===== config.mk =====
export PLATFORM = sky130hd
export DESIGN_NAME = spw_rx_fifo_credit
export DESIGN_NICKNAME = d
export VERILOG_FILES = /design/src/rtl/spw_rx_fifo_credit.sv
export SDC_FILE = /design/constraint.sdc
export NUM_CORES = 1
export LEC_CHECK = 0
export ABC_AREA = 0
export CORE_MARGIN = 4
export CORE_UTILIZATION = 40
export DETAILED_ROUTE_END_ITERATION = 10
export SETUP_SLACK_MARGIN = 0.1
export SYNTH_ARGS = -nofsm -noshare
export SYNTH_HDL_FRONTEND = slang
export SYNTH_SLANG_ARGS = --single-unit

===== constraint.sdc =====
create_clock -name pclk -period 3.5 [get_ports pclk]
set_clock_uncertainty 0.05 [all_clocks]
set_input_delay 0.875 -clock pclk [delete_from_list [all_inputs] [get_ports pclk]]
set_output_delay 0.875 -clock pclk [all_outputs]
set_load 0.005 [all_outputs]

===== src/rtl/spw_rx_fifo_credit.sv =====
// SpaceWire receive buffer (2^AWIDTH x DATA_WIDTH) with FCT credit accounting; registered read, 1-cycle latency.
// No backpressure to the decoder: writes without credit or into a full buffer are dropped and flagged sticky.
module spw_rx_fifo_credit #(
   parameter int DATA_WIDTH = 9,
   parameter int AWIDTH     = 6
) (
   input  logic                  pclk,
   input  logic                  resetn,
   input  logic                  link_running,
   input  logic                  rx_buffer_write,
   input  logic [DATA_WIDTH-1:0] rx_data_flag,
   input  logic                  rd_en,
   output logic [DATA_WIDTH-1:0] rd_data,
   output logic                  rd_valid,
   output logic                  empty,
   output logic                  full,
   output logic [AWIDTH:0]       counter_fifo,
   output logic [AWIDTH:0]       credit_outstanding,
   output logic                  fct_req,
   input  logic                  fct_sent,
   output logic                  rx_credit_error
);

   localparam int              DEPTH       = 1 << AWIDTH;
   localparam logic [AWIDTH:0] DEPTH_W     = DEPTH[AWIDTH:0];
   localparam logic [AWIDTH:0] CREDIT_MAX  = DEPTH_W - 16;
   localparam logic [AWIDTH:0] FCT_CREDIT  = 8;
   localparam logic [AWIDTH:0] ONE_W       = 1;
   localparam logic [AWIDTH+1:0] SUM_LIMIT = {1'b0, DEPTH_W};

   logic [DATA_WIDTH-1:0] mem [DEPTH];
   logic [AWIDTH-1:0]     wr_ptr;
   logic [AWIDTH-1:0]     rd_ptr;
   logic                  wr_acc;
   logic                  wr_err;
   logic                  rd_acc;
   logic                  fct_acc;
   logic [AWIDTH+1:0]     space_sum;

   assign empty = (counter_fifo == '0);
   assign full  = (counter_fifo == DEPTH_W);

   // One extra bit on the sum so counter + credit + 8 can never wrap.
   assign space_sum = {1'b0, counter_fifo} + {1'b0, credit_outstanding} + {1'b0, FCT_CREDIT};
   assign fct_req  = link_running && (space_sum <= SUM_LIMIT) && (credit_outstanding <= CREDIT_MAX);

   assign wr_acc  = rx_buffer_write && link_running && (credit_outstanding != '0) && !full;
   assign wr_err  = rx_buffer_write && link_running && !wr_acc;
   assign rd_acc  = rd_en && link_running && !empty;
   assign fct_acc = fct_sent && fct_req;

   always_ff @(posedge pclk) begin
      if (wr_acc) begin
         mem[wr_ptr] <= rx_data_flag;
      end
   end

   always_ff @(posedge pclk or negedge resetn) begin
      if (!resetn) begin
         wr_ptr             <= '0;
         rd_ptr             <= '0;
         counter_fifo       <= '0;
         credit_outstanding <= '0;
         rx_credit_error    <= 1'b0;
         rd_data            <= '0;
         rd_valid           <= 1'b0;
      end else if (!link_running) begin
         // Flush: buffered words are abandoned, rd_data keeps its last value.
         wr_ptr             <= '0;
         rd_ptr             <= '0;
         counter_fifo       <= '0;
         credit_outstanding <= '0;
         rx_credit_error    <= 1'b0;
         rd_valid           <= 1'b0;
      end else begin
         rd_valid <= rd_acc;
         if (wr_acc) begin
            wr_ptr <= wr_ptr + 1'b1;
         end
         if (rd_acc) begin
            rd_ptr  <= rd_ptr + 1'b1;
            rd_data <= mem[rd_ptr];
         end
         case ({wr_acc, rd_acc})
            2'b10:   counter_fifo <= counter_fifo + ONE_W;
            2'b01:   counter_fifo <= counter_fifo - ONE_W;
            default: counter_fifo <= counter_fifo;
         endcase
         credit_outstanding <= credit_outstanding
                               + (fct_acc ? FCT_CREDIT : '0)
                               - (wr_acc ? ONE_W : '0);
         if (wr_err) begin
            rx_credit_error <= 1'b1;
         end
      end
   end

endmodule

* Word-level counts from Yosys, hierarchy flattened
Memory sizes are Yosys's and may differ from the RTL's. A register that Yosys moved wholly into a read port is not among the register bits. Cells that the tools add are included.
Cells by class: $lt $le $gt $ge 2, equality and inequality tests 7, $add $sub $neg 8, multiplexer cells 14, reduce and logical (&&, ||, !) cells 16
Operators with widths (number):
- $mux 6 | 4
- $mux 7 | 2
- $pmux 7 s2 | 1
- $add 6x1->6 const B | 2
- $logic_and 1x1->1 | 9
- $add 7x7->8 | 1
- $add 8x4->8 const B | 1
- $le 8x7->1 const B | 1
- $add 7x1->7 const B | 1
- $add 7x4->7 | 1
- $eq 7x7->1 const B | 1
- $le 7x6->1 const B | 1
- $logic_not 7->1 | 1
- $reduce_bool 7->1 | 1
- $sub 7x1->7 | 1
- $sub 7x1->7 const B | 1
- $mux 1 | 6
- $ne 2x1->1 const B | 3
- $logic_not 1->1 | 4
- $mux 4 | 1
- $ne 3x1->1 const B | 1
- $eq 2x1->1 const B | 1
- $eq 2x2->1 const B | 1
- $reduce_and 2->1 | 1
Word-level totals: bits in writable memories 576, word-level logic and storage cells 54, bits in registers 28, input port bits 15, memories 1
Memories:
- mem | words 64, bits a word 9, rd ports 1, clocked after memory_dff 1, write ports 1, RTL line 31 | logic [DATA_WIDTH-1:0] mem [DEPTH];

* Depth between registers and ports, before layout
Gate-level depths: netlist of the first run.
depth after elaboration 10, gate-level depth with buffers 18, depth with buffers taken out 18

* Worst setup path after synthesis of the first run
No wires, ideal clock.
kind register -> register, start register counter_fifo[1], end register credit_outstanding[6], buffers on the path 0, stages on the path, launching flop included 19, period minus slack after synthesis 3672 ps, arrival time 3502 ps, library setup time 120 ps, setup slack -172 ps, cell sequence dfrtp_1 ha_1 ha_1 inv_1 fa_1 nor2b_1 o21ai_0 a21oi_1 nor2_1 nor3_1 o2111ai_1 ha_1 inv_1 ha_1 a21o_1 a21oi_1 nor2_1 nor3_1 and3b_1
Between the ends: cells in the longest elaborated chain, start to end 10
RTL lines:
- from (decl) | RTL line 17 | output logic [AWIDTH:0] counter_fifo,
- from (signal assigned) | RTL line 85 | 2'b10: counter_fifo <= counter_fifo + ONE_W;
- from (signal assigned) | RTL line 86 | 2'b01: counter_fifo <= counter_fifo - ONE_W;
- from (signal assigned) | RTL line 87 | default: counter_fifo <= counter_fifo;
- $add 7x7->8 | RTL line 44 | assign space_sum = {1'b0, counter_fifo} + {1'b0, credit_outstanding} + {1'b0, FCT_CREDIT};
- $add 8x4->8 | RTL line 44
- $le 8x7->1 | RTL line 45 | assign fct_req = link_running && (space_sum <= SUM_LIMIT) && (credit_outstanding <= CREDIT_MAX);
- $logic_and 1x1->1 (2 in a row) | RTL line 45
- $logic_and 1x1->1 | RTL line 50 | assign fct_acc = fct_sent && fct_req;
- $mux 4 | RTL line 90 | + (fct_acc ? FCT_CREDIT : '0)
- $add 7x4->7 | RTL line 90
- $sub 7x1->7 (*) | RTL line 91 | - (wr_acc ? ONE_W : '0);
- $mux 7 (*) | RTL line 67 | end else if (!link_running) begin
- to (signal assigned) | RTL line 89 | credit_outstanding <= credit_outstanding
- to (decl) | RTL line 18 | output logic [AWIDTH:0] credit_outstanding,
Every way passes the cells marked *; elsewhere a longest branch is shown, timed or not. A chain may end at the register's enable or synchronous reset.

* Worst setup path in the final report of the first run
start register credit_outstanding[1], end output fct_req
Between the ends: cells in the longest elaborated chain, start to end 5
RTL lines:
- $add 7x7->8 | RTL line 44
- $add 8x4->8 | RTL line 44
- $le 8x7->1 | RTL line 45
- $logic_and 1x1->1 | RTL line 45
- $logic_and 1x1->1 (*) | RTL line 45
- to (decl) | RTL line 19 | output logic fct_req,
Marks and branches as above.

==> out/qor.txt, run 1 <==
top_reg_cell synth - edfxtp_1
Core Footprint - 61600 um^2
drt pass-1 iters - 5
Peak VDD IR - 272 uV
total grt overflow - 0
via count - 12854
DRC violations left - 0
outcome - finished, violations left
Power Density - 626 nW/um^2
number of synthesized flops with an enable pin - 576
met1 usage - 25.1%
critical path type - reg -> out
R2R setup slack - -110 ps
maxcap violations - 0
Buf/Inv on CP - 2
Reg2Reg Depth - 17
final hold viol count - 0
slew margin rel. - 16.4%
Buffers on Ports - 42
met2 Use GR - 28.2%
Yosys reg bits - 613
Crit path depth - 11
Antenna Cells - 0
routability-driven placement congestion ratio - 0.828
yosys warns - 0
worst r2r src - counter_fifo[2]
# IOs - 43
fill count - 5103
Post-Syn Instances - 1317
Max clock buf depth - 3
Distinct cells, synth - 60
largest net degree at the start of global routing - 65
Clk Latency, worst-skew pair - 590 ps
Detail Route Antenna Nets - 0
CTS tree - built
Vias/cell - 5.34
Setup Viol. Count Final - 2
final WL - 58.0 mm
Slowest cell on crit path - dfrtp_1
share of post-route cells with drive strength above 1 - 27.4%
Die H - 257 um
r2r endpoint - credit_outstanding[6]
hold crit path type - in -> async
Max FO, Critical Path - 3
Global Route Usage Sum - 17.7%
final slew viol count - 0
Critical Path Sink Type - primary output
Setup Total Neg Slack - -316 ps
crit-path cells - ha_4, ha_4, inv_2, fa_2, nor2b_1, o21ai_1, a21oi_2, or4_1, and3_4, o211a_1, buf_2
Reg clk slew, reported paths - 50 ps
post-synthesis average cell area - 18.8 um^2
root buffer cell - clkbuf_16
grt met3 use - 3.00%
clk sink count - 613
Netlist Area Pre-Place - 24800 um^2
Die X - 257 um
initial core utilization - 40.3%
Crit path required time - 2570 ps
period utilization - 106%
Slew @ Worst Pin - 1250 ps
die area - 66100 um^2
Post-Syn Nets - 1365
Leak - 9.67 nW
crit path from - credit_outstanding[1]
min Tclk post-route - 3710 ps
initial antenna violation count - 0
vias in the first global route - 13265
Area Growth Syn to Fin - 18.4%
Fin Hold WS - 359 ps
routed len/inst - 24.1 um
failing checks - negative setup slack
DPL Wire Length - 36.8 mm
crit path capture - fct_req
FFs w/ async S/R, synth - 6.04%
CP dominant cell by count - ha_4
final worst slack - -211 ps
Fmax - 0.269 GHz
RSZ-0062 raised after global routing - yes
DR iter-0 viols - 1191
slowest stage delay, CP - 410 ps
Startpoint Class - register
register area share after synthesis - 73.4%
Num CTS Buffers - 67
first-pass GRT wire length - 87.6 mm
H-Tree Depth - 3
cell row count - 91
delay-heaviest family, CP - simple AND/OR/NAND/NOR gates
GRT busiest layer - met2
Post-layout nets - 1570
Arr. time, crit path - 2790 ps
==> metal layers <==
layer,part of all wire (%),vias to the layer above
met5,0,-
met3,5.6,95
met1,44,6669
met4,2.7,0
li1,-,5694
met2,48,396
==> layout make-up <==
type / instances / area (um^2) / area share [%]
inverter: 33 / 124 / 0.421
clock buffer: 93 / 1880 / 6.39
timing repair buffer: 201 / 1660 / 5.65
multi-input combinational: 606 / 6310 / 21.5
tap: 837 / 1050 / 3.56
clock inverter: 26 / 138 / 0.468
sequential: 613 / 18200 / 62.0
==> registers in the layout, indices dropped and copies added (netlist names) <==
signal and count:
mem 576, rd_data 9, counter_fifo 7, credit_outstanding 7
rd_ptr 6, wr_ptr 6, rd_valid 1, rx_credit_error 1
==> worst reg2reg max path, stage by stage, from the launching register on <==
cell	delay, ps
dfrtp_1	380
ha_1	310
ha_1	280
a21o_1	190
a21oi_2	170
o21ai_0	100
a21oi_1	180
xor2_1	210
buf_4	150
o2111ai_2	140
ha_1	300
inv_2	70
ha_4	190
a21o_1	200
a21oi_2	140
nor2_1	70
nor3_1	180
and3b_1	190
==> power breakdown <==
group	switching (W)	total (W)	leakage [nW]	internal, W
clock	0.00273	0.00653	0.986	0.00381
sequential	0.000211	0.00838	5.66	0.00817
combinational	0.00175	0.00347	3.03	0.00173
==> per-stage QoR <==
stage	power [W]	setup WS, ps	cell area [um^2]	std cells	util (%)
after floorplan	0.0105	110	24800	1317	-
after global placement	0.0118	-75.4	27200	2283	44.2
after detailed placement	0.0119	-102	27200	2283	44.2
after CTS	0.0185	-285	29300	2405	47.6
after global routing	0.0192	-338	29400	2409	47.7
final	0.0184	-211	29400	2409	47.7
==> synth_stat cells (all sizes together) (4+ instances only) <==
cell,instances,area share [%]
a21boi,4,0.12
a21o,7,0.24
a21oi,12,0.24
a22oi,9,0.27
a32oi,9,0.32
and2,15,0.39
buf,34,0.70
clkbuf,30,0.46
dfrtp,37,3.7
edfxtp,576,70
ha,30,1.5
inv,33,0.50
mux2,18,0.82
mux2i,90,3.6
mux4,117,11
nand2,20,0.31
nand3,11,0.24
nand3b,7,0.23
nand4,5,0.13
nor2,113,1.7
nor2b,5,0.13
nor3,12,0.24
nor4,10,0.25
o21ai,36,0.73
o221ai,9,0.32
o22ai,18,0.45
xnor2,13,0.46
xor2,5,0.18
==> cells by family after synthesis <==
group / Yosys count / share of synthesized area, %
flops: 613 / 73.4
simple gates: 216 / 4.24
buf+inv: 98 / 1.70
xor+xnor: 18 / 0.635
fa+ha+maj: 33 / 1.75
compound gates: 114 / 3.19
mux: 225 / 15.1
==> how the worst min path moves through the flow <==
stage / from / to / slack [ps] / cells past startpoint
after floorplan: rd_data[0] / rd_data[0] / 440 / 2
after global placement: rx_credit_error / rx_credit_error / 460 / 2
after detailed placement: rx_credit_error / rx_credit_error / 470 / 2
after CTS: resetn / rx_credit_error / 360 / 1
after global routing: resetn / counter_fifo[6] / 410 / 1
final: resetn / rd_valid / 360 / 1
==> timing repair <==
action	CTS	global route
pin swaps	13	11
resized for setup	18	9
hold buffers	0	0
setup endpoints to repair	5	7
setup buffers	3	4
==> placed cells by master, fill, tap and decap left out, types with 18 or more instances in the layout <==
master,instances
clkbuf_1,20
nand2_1,19
buf_4,151
o22ai_1,18
mux2_2,18
nor2_1,112
edfxtp_1,576
ha_1,25
dfrtp_1,32
inv_1,28
mux2i_1,90
mux4_2,117
clkbuf_16,71
clkdlybuf4s50_1,30
o21ai_0,21
Power figures use the tool's default switching activity.
==> inputs of run 2 (changes only) <==
- ABC_CLOCK_PERIOD_IN_PS: not set -> 3500
- CAP_MARGIN: not set -> 20
- CORE_MARGIN: 4 -> 1.5
==> run 2 against run 1 <==
Effect of this change:
- the flow still finishes with violations (negative setup slack)
- worst hold slack lost 39 ps
- count of clock-buffer cells in the layout shrank 4
- routed wire length grew 1.5%
- combinational power shrank 3%
- critical endpoint unchanged
- largest power group unchanged
==> out/qor.txt, run 2 (synthesis results as in run 1) <==
Slew @ Worst Pin - 943 ps (-310 ps)
Reg2Reg Depth - 19 (+2)
clk sink count - 613 (unchanged)
Finished Core Util - 47.2% (-0.54 points)
r2r endpoint - credit_outstanding[6]
Max clock buf depth - 3 (unchanged)
Leak - 9.51 nW (-1.7%)
largest net degree at the start of global routing - 59 (-9.2%)
Global Route Usage Sum - 18.9% (+1.2 points)
Critical Path Sink Type - primary output
critical path type - reg -> out
Crit path depth - 11 (unchanged)
Vias/cell - 5.50 (+3.1%)
Setup Total Neg Slack - -363 ps (-46.9 ps)
period utilization - 109% (+3.0 points)
Die H - 252 um (-1.9%)
routed len/inst - 25.1 um (+4.3%)
delay-heaviest family, CP - simple AND/OR/NAND/NOR gates
Power Density - 615 nW/um^2 (-1.7%)
initial antenna violation count - 0 (unchanged)
Multi-input gate area - 6270 um^2 (-0.61%)
Max FO, Critical Path - 3 (unchanged)
failing checks - negative setup slack
DPL Wire Length - 37.7 mm (+2.3%)
DRC violations left - 0 (unchanged)
CP dominant cell by count - ha_1
final WL - 58.9 mm (+1.5%)
Detail Route Antenna Nets - 0 (unchanged)
vias in the first global route - 13194 (-0.54%)
Top Registers - mem x576, rd_data x9
R2R setup slack - -50 ps (+60 ps)
crit path capture - fct_req
Antenna Cells - 0 (unchanged)
drt pass-1 iters - 5 (unchanged)
Arr. time, crit path - 2890 ps (+100 ps)
first-pass GRT wire length - 87.6 mm (about the same)
DP Area - 27100 um^2 (-0.51%)
H-Tree Depth - 2 (-1)
Clk Latency, worst-skew pair - 640 ps (+50 ps)
min Tclk post-route - 3820 ps (+106 ps)
slew margin rel. - 37.1% (+21 points)
Core Footprint - 61500 um^2 (-0.18%)
outcome - finished, violations left
Reg clk slew, reported paths - 60 ps (about the same)
max FFs per register - 576 (unchanged)
Buf/Inv on CP - 3 (+1)
quantity of hold-fixing buffers added after cts - 0 (unchanged)
root buffer cell - clkbuf_16
Startpoint Class - register
Die X - 252 um (-1.9%)
CTS tree - built
total grt overflow - 0 (unchanged)
share of post-route cells with drive strength above 1 - 26.4% (-0.97 points)
maxcap violations - 0 (unchanged)
commonest non-fill, non-tap cell in the layout - edfxtp_1
cell row count - 91 (unchanged)
initial core utilization - 40.4% (+0.075 points)
Crit path required time - 2570 ps (about the same)
RSZ-0062 raised after global routing - yes
Slowest cell on crit path - or4_1
Setup Viol. Count Final - 2 (unchanged)
worst r2r src - counter_fifo[1]
Post-layout nets - 1550 (-1.3%)
design area - 29000 um^2 (-1.3%)
final slew viol count - 0 (unchanged)
Buffers on Ports - 42 (unchanged)
Register Area - 18200 um^2 (unchanged)
Fmax - 0.262 GHz (-2.8%)
hold crit path type - in -> async
Area Growth Syn to Fin - 16.9%
fill count - 5117 (+0.27%)
slowest stage delay, CP - 410 ps (about the same)
# IOs - 43 (unchanged)
final worst slack - -317 ps (-106 ps)
DR iter-0 viols - 1293 (+8.6%)
final hold viol count - 0 (unchanged)
Peak VDD IR - 471 uV (+73%)
crit-path cells - inv_2, ha_1, inv_1, ha_1, nor2b_2, o21ai_2, a21oi_2, or4_1, and3_4, o211a_1, buf_2
routability-driven placement congestion ratio - 0.862 (+4.0%)
Num CTS Buffers - 61 (-9.0%)
die area - 63500 um^2 (-3.9%)
via count - 12898 (+0.34%)
Most flops, register - mem
most frequent cells in the layout - edfxtp_1, buf_4, mux4_2, nor2_1, mux2i_1
crit path from - counter_fifo[3]
run 2: cell count changes in the layout (fill, tap and decap cells not counted), sizes merged:
cell          change
buf              -14
clkinv            -2
clkinvlp          +1
dlygate4sd2       +1
bufinv            +1
clkbuf            -4
dlymetal6s2s      -1
run 2: per-layer routing:
metal | GRT usage [%] | part of all wire [%] | routed length, um
met2 | 29.7 | 47 | 27600
met3 | 4.16 | 7.2 | 4260
met5 | 0 | 0 | 0
met1 | 26.5 | 43 | 25500
met4 | 5.66 | 2.6 | 1540
run 2: through the flow:
stage,setup WS [ps],power [W],hold WS (ps),cells
after floorplan,110,0.0105,440,1317
after global placement,-99.9,0.0118,456,2227
after detailed placement,-186,0.0118,500,2227
after CTS,-365,0.0180,341,2343
after global routing,-433,0.0185,403,2344
final,-317,0.0178,320,2344
run 2: final cells by class:
cell class | count | area share (%)
clock inverter | 26 | 0.673
clock buffer | 89 | 5.69
tap | 790 | 3.41
multi-input combinational | 606 | 21.6
inverter | 33 | 0.427
timing repair buffer | 187 | 5.31
sequential | 613 | 62.9
run 2: worst min path at each step:
stage	start	end	slack (ps)
floorplan	rd_data[0]	rd_data[0]	440
global placement	rx_credit_error	rx_credit_error	460
detailed placement	counter_fifo[3]	counter_fifo[3]	500
CTS	resetn	rd_valid	340
global route	resetn	counter_fifo[5]	400
finish	resetn	rd_valid	320
run 2: report_power, final:
group          total, W  internal (W)  switching (W)
Combinational   0.00336       0.00163        0.00173
Clock           0.00610       0.00341        0.00269
Sequential      0.00838       0.00817       0.000213
Total            0.0178        0.0132        0.00463
run 2: what timing repair did:
action,in CTS,in global routing
gates resized for setup,15,8
endpoints found under the setup margin,6,5
pin swaps,6,7
buffers inserted,1,1
==> inputs of run 3 (changes only) <==
- CAP_MARGIN: 20 -> 40
- CTS_BUF_LIST: not set -> sky130_fd_sc_hd__clkbuf_4 sky130_fd_sc_hd__clkbuf_8
==> run 3 against run 2 <==
Effect of this change:
- the flow still finishes with violations (negative setup slack)
- final cell count increased by 3.1%
- non-clock buffer count grew 5
- global-route usage rose by 0.45 points
- worst setup slack lost 89 ps
- highest routed layer unchanged
==> out/qor.txt, run 3 (synthesis results as in run 1) <==
Switch Pwr - 0.00482 W (+4.0%)
worst r2r src - counter_fifo[1]
DRT met1 WL - 25.6 mm (+0.28%)
Top Registers - mem x576, rd_data x9
Fmax - 0.256 GHz (-2.3%)
Arr. time, crit path - 2980 ps (+90 ps)
via count - 13088 (+1.5%)
routability-driven placement congestion ratio - 0.862 (unchanged)
Most flops, register - mem
Fin Hold WS - 107 ps (-213 ps)
die area - 63500 um^2 (unchanged)
slew margin rel. - 38.2% (+1.1 points)
initial antenna violation count - 1 (+1)
met3 wire len - 4.59 mm (+7.7%)
fill count - 5127 (+0.20%)
Startpoint Class - register
Max clock buf depth - 3 (unchanged)
combinational fraction of design power - 19.2% (+0.4 points)
Vias/cell - 5.41 (-1.6%)
Buffers on Ports - 42 (unchanged)
Pint - 0.0133 W (+0.45%)
Num CTS Buffers - 99 (+62%)
CTS tree - built
Max FO, Critical Path - 3 (unchanged)
max FFs per register - 576 (unchanged)
metal2 WL - 27.7 mm (+0.49%)
critical path type - reg -> out
commonest non-fill, non-tap cell in the layout - edfxtp_1
Detail Route Antenna Nets - 0 (unchanged)
Max Used Layer - met4
Slew @ Worst Pin - 926 ps (-16.9 ps)
total grt overflow - 0 (unchanged)
R2R setup slack - -130 ps (-80 ps)
hold crit path type - in -> async
DR iter-0 viols - 1230 (-4.9%)
Tot Pwr - 0.0181 W (+1.4%)
Power Density - 618 nW/um^2 (+0.47%)
Die X - 252 um (unchanged)
initial core utilization - 40.4% (unchanged)
final hold viol count - 0 (unchanged)
Clk Latency, worst-skew pair - 700 ps (+60 ps)
share of post-route cells with drive strength above 1 - 30.9% (+4.6 points)
Multi-input gate area - 6300 um^2 (+0.46%)
failing checks - negative setup slack
Leak - 9.72 nW (+2.2%)
Crit path required time - 2570 ps (about the same)
routed len/inst - 24.8 um (-1.4%)
Finished Core Util - 47.6% (+0.42 points)
quantity of hold-fixing buffers added after cts - 0 (unchanged)
maxcap violations - 0 (unchanged)
final slew viol count - 0 (unchanged)
final worst slack - -406 ps (-89.0 ps)
dpl ws - -155 ps (+31.1 ps)
H-Tree Depth - 3 (+1)
period utilization - 112% (+2.5 points)
# IOs - 43 (unchanged)
Post-layout nets - 1593 (+2.8%)
root buffer cell - clkbuf_8
switch share - 26.6% (+0.67 points)
Seq pwr share - 46.4% (-0.6 points)
clk sink count - 613 (unchanged)
RSZ-0062 raised after global routing - yes
clock power share - 34.5% (+0.3 points)
Peak VDD IR - 267 uV (-43%)
Global Route Usage Sum - 19.4% (+0.45 points)
min Tclk post-route - 3910 ps (+89.0 ps)
Register Area - 18200 um^2 (unchanged)
outcome - finished, violations left
most frequent cells in the layout - edfxtp_1, buf_4, mux4_2, nor2_1, clkbuf_8
Reg clk slew, reported paths - 60 ps (about the same)
first-pass GRT wire length - 89.1 mm (+1.7%)
largest net degree at the start of global routing - 59 (unchanged)
final WL - 59.9 mm (+1.7%)
DPL Wire Length - 37.7 mm (about the same)
Setup Viol. Count Final - 4 (+2)
cell row count - 91 (unchanged)
DRC violations left - 0 (unchanged)
Critical Path Sink Type - primary output
crit path from - credit_outstanding[1]
Area Growth Syn to Fin - 17.9%
vias in the first global route - 13631 (+3.3%)
Core Footprint - 61500 um^2 (unchanged)
drt pass-1 iters - 5 (unchanged)
Die H - 252 um (unchanged)
## run 3: cell count changes in the layout (fill, tap and decap cells not counted), sizes merged
cell / change
clkinvlp: +2
buf: +5
inv: +2
clkbuf: +49
diode: +1
clkinv: +12
bufinv: +2
## run 3: timing repair
| action | in CTS | in global routing |
|---|---|---|
| resized for setup | 18 | 9 |
| pin swaps | 17 | 6 |
| buffers inserted | 5 | 1 |
| endpoints found under the setup margin | 6 | 6 |
## run 3: final cells by class
class,count,share of cell area [%]
Clock inverter,44,1.15
Sequential cell,613,62.3
Inverter,33,0.423
Tap cell,790,3.38
Multi-Input combinational cell,606,21.5
Clock buffer,138,5.72
Antenna cell,1,0.00855
Timing Repair Buffer,192,5.47
## run 3: power by group through the flow
stage / clock [W] / combinational, W / sequential (W)
after floorplan: 0 / 0.00200 / 0.00845
after global placement: 0 / 0.00328 / 0.00853
after detailed placement: 0 / 0.00332 / 0.00853
after CTS: 0.00639 / 0.00344 / 0.00838
after global routing: 0.00671 / 0.00376 / 0.00840
final: 0.00623 / 0.00347 / 0.00839
## run 3: path summary, 6_finish.rpt
path                                               to  cells after the start
worst max-delay path                          fct_req                     11
min in group pclk                     counter_fifo[3]                      2
worst min-delay path                  rx_credit_error                      1
max in group asynchronous                   rd_ptr[3]                      2
worst min register to register        counter_fifo[3]                      2
worst max register to register  credit_outstanding[6]                     19
## run 3: routing by layer
metal  track usage (%)  vias up
met5             0.232        -
met4              8.11        0
met3              4.69      102
met2              29.9      483
met1              26.3     6736
li1                  -     5767
## run 3: worst max-delay path, stage by stage (launching register included)
cell     delay [ps]
dfrtp_1         410
ha_4            260
ha_4            160
inv_2            60
fa_2            210
nor2b_2          50
o21ai_2         160
a21oi_2          90
or4_1           420
and3_4          190
o211a_1         140
buf_2           130
## run 3: through the flow
stage	setup TNS, ps	cell area (um^2)	cells
after floorplan	0	24800	1317
after global placement	-143	27100	2227
after detailed placement	-344	27100	2228
after CTS	-559	29200	2415
after global routing	-1660	29300	2417
final	-616	29300	2417
